--- config.mk ---
export PLATFORM = sky130hd
export DESIGN_NAME = rr_hold_arbiter
export DESIGN_NICKNAME = d
export VERILOG_FILES = /design/src/rtl/rr_hold_arbiter.sv
export SDC_FILE = /design/constraint.sdc
export NUM_CORES = 1
export LEC_CHECK = 0
export BUFFER_PORTS_ARGS = -buffer_cell sky130_fd_sc_hd__buf_4
export CAP_MARGIN = 20
export CORE_ASPECT_RATIO = 0.6
export CORE_MARGIN = 2
export CORE_UTILIZATION = 60
export DETAILED_ROUTE_END_ITERATION = 7
export PLACE_DENSITY = 0.82
export RECOVER_POWER = 25
export SLEW_MARGIN = 40
export SYNTH_ARGS = -nofsm -noshare
export SYNTH_HDL_FRONTEND = slang
export SYNTH_SLANG_ARGS = --single-unit
--- constraint.sdc ---
create_clock -name clk -period 9.7 [get_ports clk]
set_input_delay 2.425 -clock clk [delete_from_list [all_inputs] [get_ports clk]]
set_output_delay 2.425 -clock clk [all_outputs]
set_load 0.01 [all_outputs]
--- src/rtl/rr_hold_arbiter.sv ---
// Registered round-robin arbiter with grant hold until owner release.
// Optional forced release after MAX_HOLD busy cycles when ARB_TIMEOUT_EN is defined.
module rr_hold_arbiter #(
  parameter int WIDTH    = 8,
  parameter int MAX_HOLD = 64
) (
  input  logic                                  clk,
  input  logic                                  rst,
  input  logic [WIDTH-1:0]                      req,
  // 'release' is a reserved word in SystemVerilog, so the owner-done input is named owner_release.
  input  logic                                  owner_release,
  output logic [WIDTH-1:0]                      grant,
  output logic [(WIDTH > 1 ? $clog2(WIDTH) : 1)-1:0] grant_id,
  output logic                                  busy,
  output logic                                  timeout
);

  localparam int GW = (WIDTH > 1) ? $clog2(WIDTH) : 1;

  localparam logic [0:0] IDLE = 1'b0;
  localparam logic [0:0] BUSY = 1'b1;

  logic [0:0]       state, state_nxt;
  logic [WIDTH-1:0] base, base_nxt;
  logic [WIDTH-1:0] grant_nxt;
  logic [WIDTH-1:0] rot;
  logic [GW-1:0]    id_nxt;
  logic             do_rel;
  logic             load;
  logic             force_rel;

  // Fixed-priority pick starting at one-hot b, scanning upward with wrap.
  function automatic logic [WIDTH-1:0] pick(input logic [WIDTH-1:0] r, input logic [WIDTH-1:0] b);
    logic [2*WIDTH-1:0] d, m;
    d = {r, r};
    m = d & (~d + {{WIDTH{1'b0}}, b});
    return m[WIDTH-1:0] | m[2*WIDTH-1:WIDTH];
  endfunction

  function automatic logic [WIDTH-1:0] rotl1(input logic [WIDTH-1:0] g);
    logic [WIDTH-1:0] r;
    r = '0;
    for (int unsigned i = 0; i < WIDTH; i++) r[(i + 1) % WIDTH] = g[i];
    return r;
  endfunction

  assign rot    = rotl1(grant);
  assign do_rel = (state == BUSY) && (owner_release || force_rel);

  always_comb begin
    state_nxt = state;
    base_nxt  = base;
    grant_nxt = grant;
    load      = 1'b0;
    if (state == IDLE) begin
      if (|req) begin
        grant_nxt = pick(req, base);
        state_nxt = BUSY;
        load      = 1'b1;
      end
    end else if (do_rel) begin
      base_nxt  = rot;
      grant_nxt = pick(req, rot);
      state_nxt = (|grant_nxt) ? BUSY : IDLE;
      load      = 1'b1;
    end
  end

  always_comb begin
    id_nxt = '0;
    for (int unsigned i = 0; i < WIDTH; i++)
      if (grant_nxt[i]) id_nxt = GW'(i);
  end

  always_ff @(posedge clk) begin
    if (rst) begin
      state    <= IDLE;
      base     <= WIDTH'(1);
      grant    <= '0;
      grant_id <= '0;
      busy     <= 1'b0;
    end else begin
      state    <= state_nxt;
      base     <= base_nxt;
      grant    <= grant_nxt;
      grant_id <= id_nxt;
      busy     <= |grant_nxt;
    end
  end

`ifdef ARB_TIMEOUT_EN
  localparam int CW = $clog2(MAX_HOLD) + 1;

  logic [CW-1:0] hold_cnt;
  logic          timeout_q;

  // A real release in the same cycle wins, so force only fires when owner_release is low.
  assign force_rel = (state == BUSY) && !owner_release && (hold_cnt == CW'(MAX_HOLD - 1));

  always_ff @(posedge clk) begin
    if (rst) begin
      hold_cnt  <= '0;
      timeout_q <= 1'b0;
    end else begin
      timeout_q <= force_rel;
      if (load)
        hold_cnt <= '0;
      else if (state == BUSY)
        hold_cnt <= hold_cnt + 1'b1;
    end
  end

  assign timeout = timeout_q;
`else
  assign force_rel = 1'b0;
  assign timeout   = 1'b0;
`endif

endmodule

Word-level counts from Yosys, hierarchy flattened
Cells that the tools add are included.
Widths: inputs -> output; s select.
Cells by class
  order comparisons: 0
  bitwise gates (word level): 5
  add/sub/neg operators: 2
  muxes and demuxes: 14
  reductions and logical operators: 5
  $mul: 0
  divide/modulo/power cells: 0
  equal/unequal tests: 0
  shift-type cells: 0
Operators by type and width (number)
  $add 16x8->16: 2
  $and 16x16->16: 2
  $mux 8: 3
  $reduce_or 8->1: 3
  $mux 3: 6
  $not 16->16: 1
  $or 8x8->8: 2
  $mux 1: 5
  $reduce_and 2->1: 1
  $logic_and 1x1->1: 1
Word-level totals
  register bits after elaboration: 21
  memory bits (writable): 0
  ROM bits: 0
  bits of input ports: 11
  memories: 0
  bits in latches: 0
  word-level logic and storage cells: 31

Longest topological paths before layout
Gate-level depths: netlist (run 1).
  word-level depth: 13
  gate-level depth with buffers: 11

Worst setup path before layout (run 1)
No wires, ideal clock.
  kind: input to register
  start: input req[4]
  end: register busy
  data arrival time: 4.706 ns
  data required time: 9.566 ns
  library setup time: 0.134 ns
  setup slack: 4.860 ns
  cell stages on the path: 10
  path buffers: 1
  cells stage by stage: buf_6 > inv_1 > ha_1 > a21o_1 > a211o_1 > o31a_1 > or4b_4 > a221oi_4 > and2_4 > a41oi_2
On the way
  longest elaborated chain between the ends: 7
Ends and longest elaborated chain
  from (decl): RTL line 9  | input logic [WIDTH-1:0] req,
  $not 16->16: RTL line 36  | m = d & (~d + {{WIDTH{1'b0}}, b});
  $add 16x8->16: RTL line 36
  $and 16x16->16: RTL line 36
  $or 8x8->8: RTL line 37  | return m[WIDTH-1:0] | m[2*WIDTH-1:WIDTH];
  $mux 8 (on tied branches): RTL line 56, 61
  $mux 8 (*): RTL line 55  | if (state == IDLE) begin
  $reduce_or 8->1 (*): RTL line 87  | busy <= |grant_nxt;
  to (signal assigned): RTL line 87
  to (decl): RTL line 14  | output logic busy,
Every way passes the cells marked *; elsewhere a longest branch is shown, timed or not.
A chain may end at the register's enable or synchronous reset.

Worst setup path in the final report (run 1)
  start: input req[1]
  end: register busy
Same word-level chain as after synthesis.

==> impl_results.md, run 1 <==
* Leakage at about 0.00099 uW
* Fin. Hold Viols at 0
* # setup viols final at 0
* Slew @ Worst Pin at between 700 and 800 ps
* Crit start category: primary input
* Final period utilization at approximately half
* Pre-CTS setup slack at between 4000 and 5000 ps
* Ports at 24
* Clock Sink Count at 21
* Power density over the cells at ~120 nW/um^2
* Sequential fraction of the synthesis area at between 20% and 30%
* First-pass GRT wire length at between 10,000 and 15,000 um
* Worst rel slew slack at 46.6%
* # diodes at 0
* Port Buffers at 22
* Worst Setup Path Type: in -> reg
* # Post-CTS Setup Buffers at 0
* Core area at between 3000 and 4000 sq um
* Routed wire per std cell at ~20 um
* Syn_area_per_cell at about 7.6 sq um
* PnR worst setup slack at between 4000 and 5000 ps
* Largest net degree at the start of global routing at 23
* Row count at 16
* Clock Latency Late Sink at 260 ps
* Post-Syn Nets at 299
* Layout cells sized above 1 at 12.6%
* Clock Path Buffers at 2
* Crit Path Max Fanout at 6
* HPWL after detailed placement at just over 5000 um
* Clk pin slew, worst setup/hold paths at about 80 ps
* Routed via count at 2,253
* Antenna violations before repair at 0
* Worst Setup End Kind: flip-flop
* Final core occ at 68.7%
* Cell accounting for the most synthesized area: dfxtp_1
* Drt initial violations at about 330
* Post-Synthesis Cell Area at around 2100 sq um
* Fraction of synthesized area in multiplexers at 1.03%
* GRT overflow at 0
* ANT nets after route at 0
* Primary FF master, synth: dfxtp_1
* Post-synthesis simple-gate area fraction at around a quarter
* Setup Skew at about 3.4 ps
* GP Congestion at between 1 and 1.5
* Die height at 49.5 um
* H-Tree Depth at 1
* Required time of the critical path at about 10000 ps
* Share of the synthesized area in the top cell type at 20.3%
* Largest family of logic cells by synthesized area: compound AO/OA/AOI/OAI gates
* Vias in the first global route at approximately 2,100
* Compound-gate portion of the synthesized area at about a third
* All-Layer GR Usage at 34.7%
* Root buffer cell: clkbuf_8
* DR pass1 iterations at 5
* Top cells by area, synth: dfxtp_1 (20%), ha_1 (8.5%), a21oi_1 (8.0%)
* Final min period at 4980 ps
* Post-synthesis cell count at around 270
* Cell variety after synth at between 60 and 70
* Status: completed
* RSZ-0062 raised after global routing: false
* Worst Hold Class: reg -> reg
* CTS Hold Buffers Added at 0
* Ys async rst share at 0%
* Count of pins over their slew limit at 0
* Post_cts resized at 0
* Die Area at about 4000 sq um
* Initial core utilization at between 60% and 70%
* CTS Buf Count at 3
* Total wire length at around 6600 um
* CP arrival at about 5100 ps
* Most frequent cells in the layout: nand2_1 (33), a21oi_1 (33), dfxtp_1 (21), nor2_1 (19), buf_4 (17)
* Synth Area in Adders at about a tenth
* DIE WIDTH at 79.8 um
* Drt drc at 0
* Layout area overhead at 9.01%
* Vias per cell at 6.81
* Fmax at 0.201 GHz
* Max cap viols at 0
* R2R setup slack at roughly 6700 ps
* VDD IR max at ~0.07 mV
* XOR/XNOR Fraction of Synth Area at 2.12%
* Hold slack at about 470 ps
* Synth Warn # at 0
* Setup TNS at 0 ps
* Number of synthesized register bits at 21
* CTS tree: built
* Nets at between 300 and 400
* EDFF count, synth at 0
[flip-flops by register name, indices dropped and copies added, names as in the netlist]
signal	flops
base	8
grant	8
grant_id	3
busy	1
state	1
[layout make-up]
class	instances	area (sq um)
multi-input combinational	227	1540
tap	45	56.3
clock inverter	1	5.00
sequential	21	420
timing repair buffer	22	146
fill	307	1030
inverter	12	45.0
clock buffer	3	41.3
[path summary, 6_finish.rpt]
check                             from                   end  cells past startpoint
setup / recovery                req[1]       busy$_SDFF_PP0_                     10
hold / removal    base[6]$_SDFFE_PP0P_  base[6]$_SDFFE_PP0P_                      2
setup reg to reg  base[0]$_SDFFE_PP1P_       busy$_SDFF_PP0_                      9
hold reg to reg   base[6]$_SDFFE_PP0P_  base[6]$_SDFFE_PP0P_                      2
[cell usage after synthesis, drive strengths merged (3+ instances only)]
cell     n
o21bai   3
nand2b   4
clkbuf   8
nand3    7
o22ai    3
xor2     4
a211o    4
a21oi   33
inv     12
a31oi    6
a221oi   4
nor4     3
ha      14
nor2b    4
a211oi   4
nand2   33
nand4    3
o21ai    5
and2     6
dfxtp   21
a21o    11
o221ai   4
nor2    19
and3     3
nor3     9
buf      3
[stage by stage]
| stage | total power (uW) | cell area, sq um | std cells |
|---|---|---|---|
| 2_1_floorplan | 171 | 2070 | 272 |
| 3_3_place_gp | 201 | 2230 | 327 |
| 3_5_place_dp | 202 | 2230 | 327 |
| 4_1_cts | 260 | 2270 | 331 |
| 5_1_grt | 276 | 2250 | 331 |
| 6_report | 261 | 2250 | 331 |
[critical path: stages]
cell and delay (ps):
buf_4 120, inv_1 120, fa_1 490, a211o_2 390, a21oi_1 270, o21ai_0 190, a21o_1 210, a221oi_1 400
nor3b_1 370, a41oi_2 150
[routing by layer]
metal,share of wire [%],global-route usage (%),up-vias
li1,-,-,1055
met4,0.83,6.50,0
met1,45,50.8,1028
met5,0,4.29,-
met2,39,49.0,162
met3,15,12.3,8
[power by group]
part           internal [uW]  leakage [uW]  switching (uW)
registers               92.4      0.000173            7.15
clock network           28.7     0.0000255            29.8
logic                   41.0      0.000793            62.2
[cell families (layout without fill, tap and decap cells)]
family                     after synthesis  count (layout)
and+or+nand+nor                        105             105
buffers and inverters                   24              38
xor gates and xnor gates                 5               5
muxes                                    2               2
AOI/OAI and AO/OA                       98              98
adders and majority gates               16              16
other                                    1               1
DFF                                     21              21
(Power assumes the default switching activity.)
==> run 2: changes to the inputs <==
CORE_UTILIZATION = 59   (was 60)
PLACE_DENSITY = 0.8   (was 0.82)
clock period = 4.6 ns   (was 9.7 ns; I/O delays follow)
==> impl_results.md, run 2 (synthesis gave the netlist of run 1 again) <==
* Worst path bufs/invs at 2 (unchanged)
* Count of pins over their slew limit at 0 (unchanged)
* Layout area overhead at 9.74% (was 9.01%)
* Clock Latency Late Sink at 270 ps (was 260 ps)
* Ports at 24 (unchanged)
* Power density over the cells at 245 nW/um^2 (was 116 nW/um^2)
* Worst Setup End Kind: flip-flop (unchanged)
* Root buffer cell: clkbuf_8 (unchanged)
* Routed metal-1 wirelength at 3030 um (was 2980 um)
* DR top layer: met4 (unchanged)
* Most used cell, CP: a21oi_1
* Routed via count at 2,269 (was 2,253)
* WL met3 at 979 um (was 957 um)
* CTS Buf Count at 3 (unchanged)
* Final period utilization at 76.6%
* R2R setup slack at 1770 ps (was 6690 ps)
* Largest net degree at the start of global routing at 23 (unchanged)
* CTS Hold Buffers Added at 0 (unchanged)
* H-Tree Depth at 1 (unchanged)
* GRT overflow at 0 (unchanged)
* Slew @ Worst Pin at 832 ps (was 795 ps)
* Max cap viols at 0 (unchanged)
* ANT nets after route at 0 (unchanged)
* Final min period at 3520 ps
* Vias per cell at 6.81 (about the same)
* Post_cts resized at 0 (unchanged)
* Worst Setup Path Type: in -> reg (unchanged)
* CTS tree: built (unchanged)
* Die Area at 4010 sq um (was 3950 sq um)
* Total wire length at 6720 um (was 6590 um)
* CP delay by family, top: compound AO/OA/AOI/OAI gates (unchanged)
* Setup Skew at 10.6 ps (was 3.41 ps)
* Crit start category: primary input (unchanged)
* Nets at 316 (was 314)
* Layout cells sized above 1 at 13.2% (was 12.6%)
* Setup TNS at 0 ps (unchanged)
* Routed wire per std cell at 20.2 um (was 19.9 um)
* Crit Path Max Fanout at 7 (was 6)
* First-pass GRT wire length at 10,500 um (about the same)
* DIE WIDTH at 80.4 um (was 79.8 um)
* Met2 WL at 2620 um (was 2600 um)
* Non-Filler Instances at 333 (was 331)
* Core area at 3300 sq um (was 3280 sq um)
* Fin. Hold Viols at 0 (unchanged)
* Initial core utilization at 62.6% (was 63.0%)
* Clk pin slew, worst setup/hold paths at 90 ps (was 80 ps)
* DR pass1 iterations at 5 (unchanged)
* # Post-CTS Setup Buffers at 0 (unchanged)
* Worst Hold Class: reg -> reg (unchanged)
* Antenna violations before repair at 0 (unchanged)
* HPWL after detailed placement at 5300 um (was 5110 um)
* Largest registers: base: 8 flops, grant: 8 flops, grant_id: 3 flops (unchanged)
* Most frequent cells in the layout: nand2_1 (33), a21oi_1 (33), dfxtp_1 (21), nor2_1 (19), buf_4 (19) (was nand2_1 (33), a21oi_1 (33), dfxtp_1 (21), nor2_1 (19), buf_4 (17))
* All-Layer GR Usage at 35.0% (was 34.7%)
* Clock Path Buffers at 2 (unchanged)
* Die height at 49.9 um (was 49.5 um)
* Clock Sink Count at 21 (unchanged)
* Slowest cell on the critical path: or4b_4 (was fa_1)
* Leakage at 0.00100 uW (was 0.000991 uW)
* # diodes at 0 (unchanged)
* CP arrival at 3680 ps (was 5130 ps)
* Worst rel slew slack at 44.1% (was 46.6%)
* GP Congestion at 1.02 (was 1.05)
* Row count at 16 (unchanged)
* Largest stage delay, worst path at 490 ps (about the same)
* VDD IR max at 0.164 mV (was 0.0681 mV)
* Placed Cells incl. Taps at 329 (was 327)
* # setup viols final at 0 (unchanged)
* Drt drc at 0 (unchanged)
* CP Cell Sequence: buf_4 > inv_1 > ha_1 > a21oi_1 > a21oi_1 > o31a_1 > or4b_4 > a221oi_4 > and2_4 > a41oi_2 (was buf_4 > inv_1 > fa_1 > a211o_2 > a21oi_1 > o21ai_0 > a21o_1 > a221oi_1 > nor3b_1 > a41oi_2)
* Fmax at ~0.28 GHz
* Vias in the first global route at 2,077 (was 2,076)
* Required time of the critical path at 4750 ps (was 9840 ps)
* Drt initial violations at 283 (was 333)
* Port Buffers at 22 (unchanged)
* Status: completed (unchanged)
* RSZ-0062 raised after global routing: false (unchanged)
-- run 2: cell types whose count changed in the layout (fill, tap and decap cells not counted) --
| cell | delta |
|---|---|
| buf_4 | +2 |
-- run 2: final timing paths --
check        cells after the start                 start                    to
max                             10                req[2]       busy$_SDFF_PP0_
min reg2reg                      2  base[7]$_SDFFE_PP0P_  base[7]$_SDFFE_PP0P_
max reg2reg                      8   grant[1]$_SDFF_PP0_      state$_SDFF_PP0_
min                              2  base[7]$_SDFFE_PP0P_  base[7]$_SDFFE_PP0P_
-- run 2: tightest hold or removal path: cells and delay by family, from the launching register on --
kind / cells / cell delay (ps)
AND/OR/NAND/NOR: 1 / 50
AO/OA/AOI/OAI: 1 / 60
flip-flops: 1 / 320
-- run 2: final cells by class --
class / instances / area (sq um)
multi-input cells: 227 / 1540
fillers: 304 / 1030
flip-flops and latches: 21 / 420
repair buffers: 24 / 161
well taps: 45 / 56.3
inverters: 12 / 45.0
clock buffers: 3 / 41.3
clock inverters: 1 / 5.00
-- run 2: through the flow --
step                utilization [%]  worst slack (ps)  cell area, sq um  total power [uW]  hold WS [ps]
global route                   68.7               949              2270               584           497
finish                         68.7              1080              2270               557           470
detailed placement             67.9               830              2240               430           455
CTS                            69.3              1110              2290               551           466
global placement               67.9               894              2240               427           453
floorplan                         -              1040              2070               361           440
-- run 2: power by group --
| part | total [uW] | leakage, uW | internal [uW] | switching, uW |
|---|---|---|---|---|
| clock | 126 | 0.0000255 | 60.5 | 65.4 |
| combinational | 221 | 0.000802 | 88.6 | 132 |
| sequential | 210 | 0.000173 | 195 | 15.6 |
-- run 2: routing by layer --
| metal | up-vias | global-route usage [%] |
|---|---|---|
| met5 | - | 0 |
| met3 | 14 | 12.5 |
| met1 | 1046 | 52.0 |
| met4 | 0 | 7.34 |
| li1 | 1057 | - |
| met2 | 152 | 47.9 |
==> run 3: changes to the inputs <==
clock period = 3.54 ns   (was 4.6 ns; I/O delays follow)
==> impl_results.md, run 3 (synthesis gave the netlist of run 1 again) <==
* Status: completed (unchanged)
* Sequential share of power at 37.3% (was 37.8%)
* CP arrival at 3420 ps (was 3680 ps)
* Max cap viols at 0 (unchanged)
* Drt drc at 0 (unchanged)
* Power density over the cells at 312 nW/um^2 (was 245 nW/um^2)
* # setup viols final at 0 (unchanged)
* Clock Latency Late Sink at 260 ps (was 270 ps)
* Vias in the first global route at 2,205 (was 2,077)
* Core area at 3300 sq um (unchanged)
* Worst R2R End: busy$_SDFF_PP0_ (was state$_SDFF_PP0_)
* Fin. Hold Viols at 0 (unchanged)
* Hold Path Stages at 2 (unchanged)
* Routed wire per std cell at 20.8 um (was 20.2 um)
* Post_cts resized at 0 (unchanged)
* Clk pin slew, worst setup/hold paths at 80 ps (was 90 ps)
* HPWL after detailed placement at 5630 um (was 5300 um)
* NetSw at 279 uW (was 213 uW)
* Setup TNS at 0 ps (unchanged)
* Nets at 326 (was 316)
* Slew @ Worst Pin at 832 ps (about the same)
* CTS tree: built (unchanged)
* Initial core utilization at 62.6% (unchanged)
* Root buffer cell: clkbuf_8 (unchanged)
* Largest registers: base: 8 flops, grant: 8 flops, grant_id: 3 flops (unchanged)
* Hold Path End: base[7]$_SDFFE_PP0P_ (unchanged)
* Layout area overhead at 13.6% (was 9.74%)
* DR pass1 iterations at 5 (unchanged)
* Die Area at 4010 sq um (unchanged)
* R2R depth at 9 (was 8)
* Layout cells sized above 1 at 16.4% (was 13.2%)
* Ports at 24 (unchanged)
* Fmax at approximately 0.3 GHz
* All-Layer GR Usage at 37.6% (was 35.0%)
* Row count at 16 (unchanged)
* GP Congestion at 1.08 (was 1.02)
* First-pass GRT wire length at 11,400 um (was 10,500 um)
* Clock power share at 21.5% (was 22.6%)
* Leakage at 0.00105 uW (was 0.00100 uW)
* Final period utilization at 92.6%
* Hold_sp: base[7]$_SDFFE_PP0P_ (unchanged)
* GRT overflow at 0 (unchanged)
* Vias per cell at 6.83 (was 6.81)
* DIE WIDTH at 80.4 um (unchanged)
* Antenna violations before repair at 0 (unchanged)
* Worst Setup Path Type: in -> reg (unchanged)
* Design area at 2350 sq um (was 2270 sq um)
* R2R setup slack at 650 ps (was 1770 ps)
* Final min period at between 3000 and 4000 ps
* Port Buffers at 22 (unchanged)
* Drt initial violations at 345 (was 283)
* Total wire length at 7120 um (was 6720 um)
* Int Power at 454 uW (was 344 uW)
* Worst Setup End Kind: flip-flop (unchanged)
* Hold slack at 467 ps (was 470 ps)
* FF-to-FF Start: grant[7]$_SDFF_PP0_ (was grant[1]$_SDFF_PP0_)
* Largest net degree at the start of global routing at 23 (unchanged)
* # Post-CTS Setup Buffers at 0 (unchanged)
* Clock Sink Count at 21 (unchanged)
* Setup Skew at 4.65 ps (was 10.6 ps)
* ANT nets after route at 0 (unchanged)
* VDD IR max at 0.233 mV (was 0.164 mV)
* Combinational share of power at 41.2% (was 39.6%)
* Count of pins over their slew limit at 0 (unchanged)
* # diodes at 0 (unchanged)
* Crit Path Max Fanout at 6 (was 7)
* Die height at 49.9 um (unchanged)
* Routed via count at 2,344 (was 2,269)
* Most frequent cells in the layout: nand2_1 (33), a21oi_1 (33), buf_4 (30), dfxtp_1 (21), nor2_1 (19) (was nand2_1 (33), a21oi_1 (33), dfxtp_1 (21), nor2_1 (19), buf_4 (19))
* Worst rel slew slack at 44.5% (was 44.1%)
* Final core occ at 71.1% (was 68.7%)
* Final Total Pwr at 733 uW (was 557 uW)
* Worst Hold Class: reg -> reg (unchanged)
* Required time of the critical path at 3680 ps (was 4750 ps)
* CTS Hold Buffers Added at 0 (unchanged)
* RSZ-0062 raised after global routing: false (unchanged)
* Switching Share at 38.0% (was 38.2%)
* Clock Path Buffers at 2 (unchanged)
* H-Tree Depth at 1 (unchanged)
* CTS Buf Count at 3 (unchanged)
* Crit start category: primary input (unchanged)
* Placed cell areas at 2320 sq um (was 2240 sq um)
-- run 3: cell types whose count changed in the layout (fill, tap and decap cells not counted), sizes merged --
cell    before  now
buf         19   30
clkbuf       8    7
-- run 3: through the flow --
step	setup slack, ps	instances
6_report	261	343
5_1_grt	93.9	343
3_3_place_gp	122	339
2_1_floorplan	240	272
3_5_place_dp	85.7	339
4_1_cts	316	343
-- run 3: worst max path at each step --
stage	startpoint	end
detailed placement	req[1]	busy$_SDFF_PP0_
global placement	req[1]	busy$_SDFF_PP0_
finish	req[1]	busy$_SDFF_PP0_
global route	req[1]	busy$_SDFF_PP0_
CTS	req[1]	busy$_SDFF_PP0_
floorplan	req[4]	busy$_SDFF_PP0_
-- run 3: layer usage --
metal / vias to the layer above / global-route usage, % / part of all wire, %
met3: 20 / 14.7 / 15
met1: 1069 / 55.4 / 45
met2: 173 / 51.9 / 40
met5: - / 0 / 0
met4: 0 / 6.21 / 1.3
li1: 1082 / - / -
-- run 3: layout make-up --
type                       count  area, sq um
clock inverter                 1         5.00
multi-input combinational    227         1540
clock buffer                   3         41.3
inverter                      12         45.0
tap                           45         56.3
timing repair buffer          34          240
fill                         299          955
sequential                    21          420
-- run 3: power groups by stage --
stage	clock network [uW]	logic [uW]	registers (uW)
6_report	158	302	273
3_3_place_gp	0	288	278
3_5_place_dp	0	293	278
4_1_cts	156	295	273
2_1_floorplan	0	193	276
5_1_grt	171	325	276
-- run 3: worst max-delay path: stages --
cell	delay, ps
buf_4	120
inv_1	120
fa_1	490
a21oi_1	330
o211ai_1	300
a21oi_1	300
nor3_1	80
a221oi_1	330
nor3b_1	320
a41oi_2	140
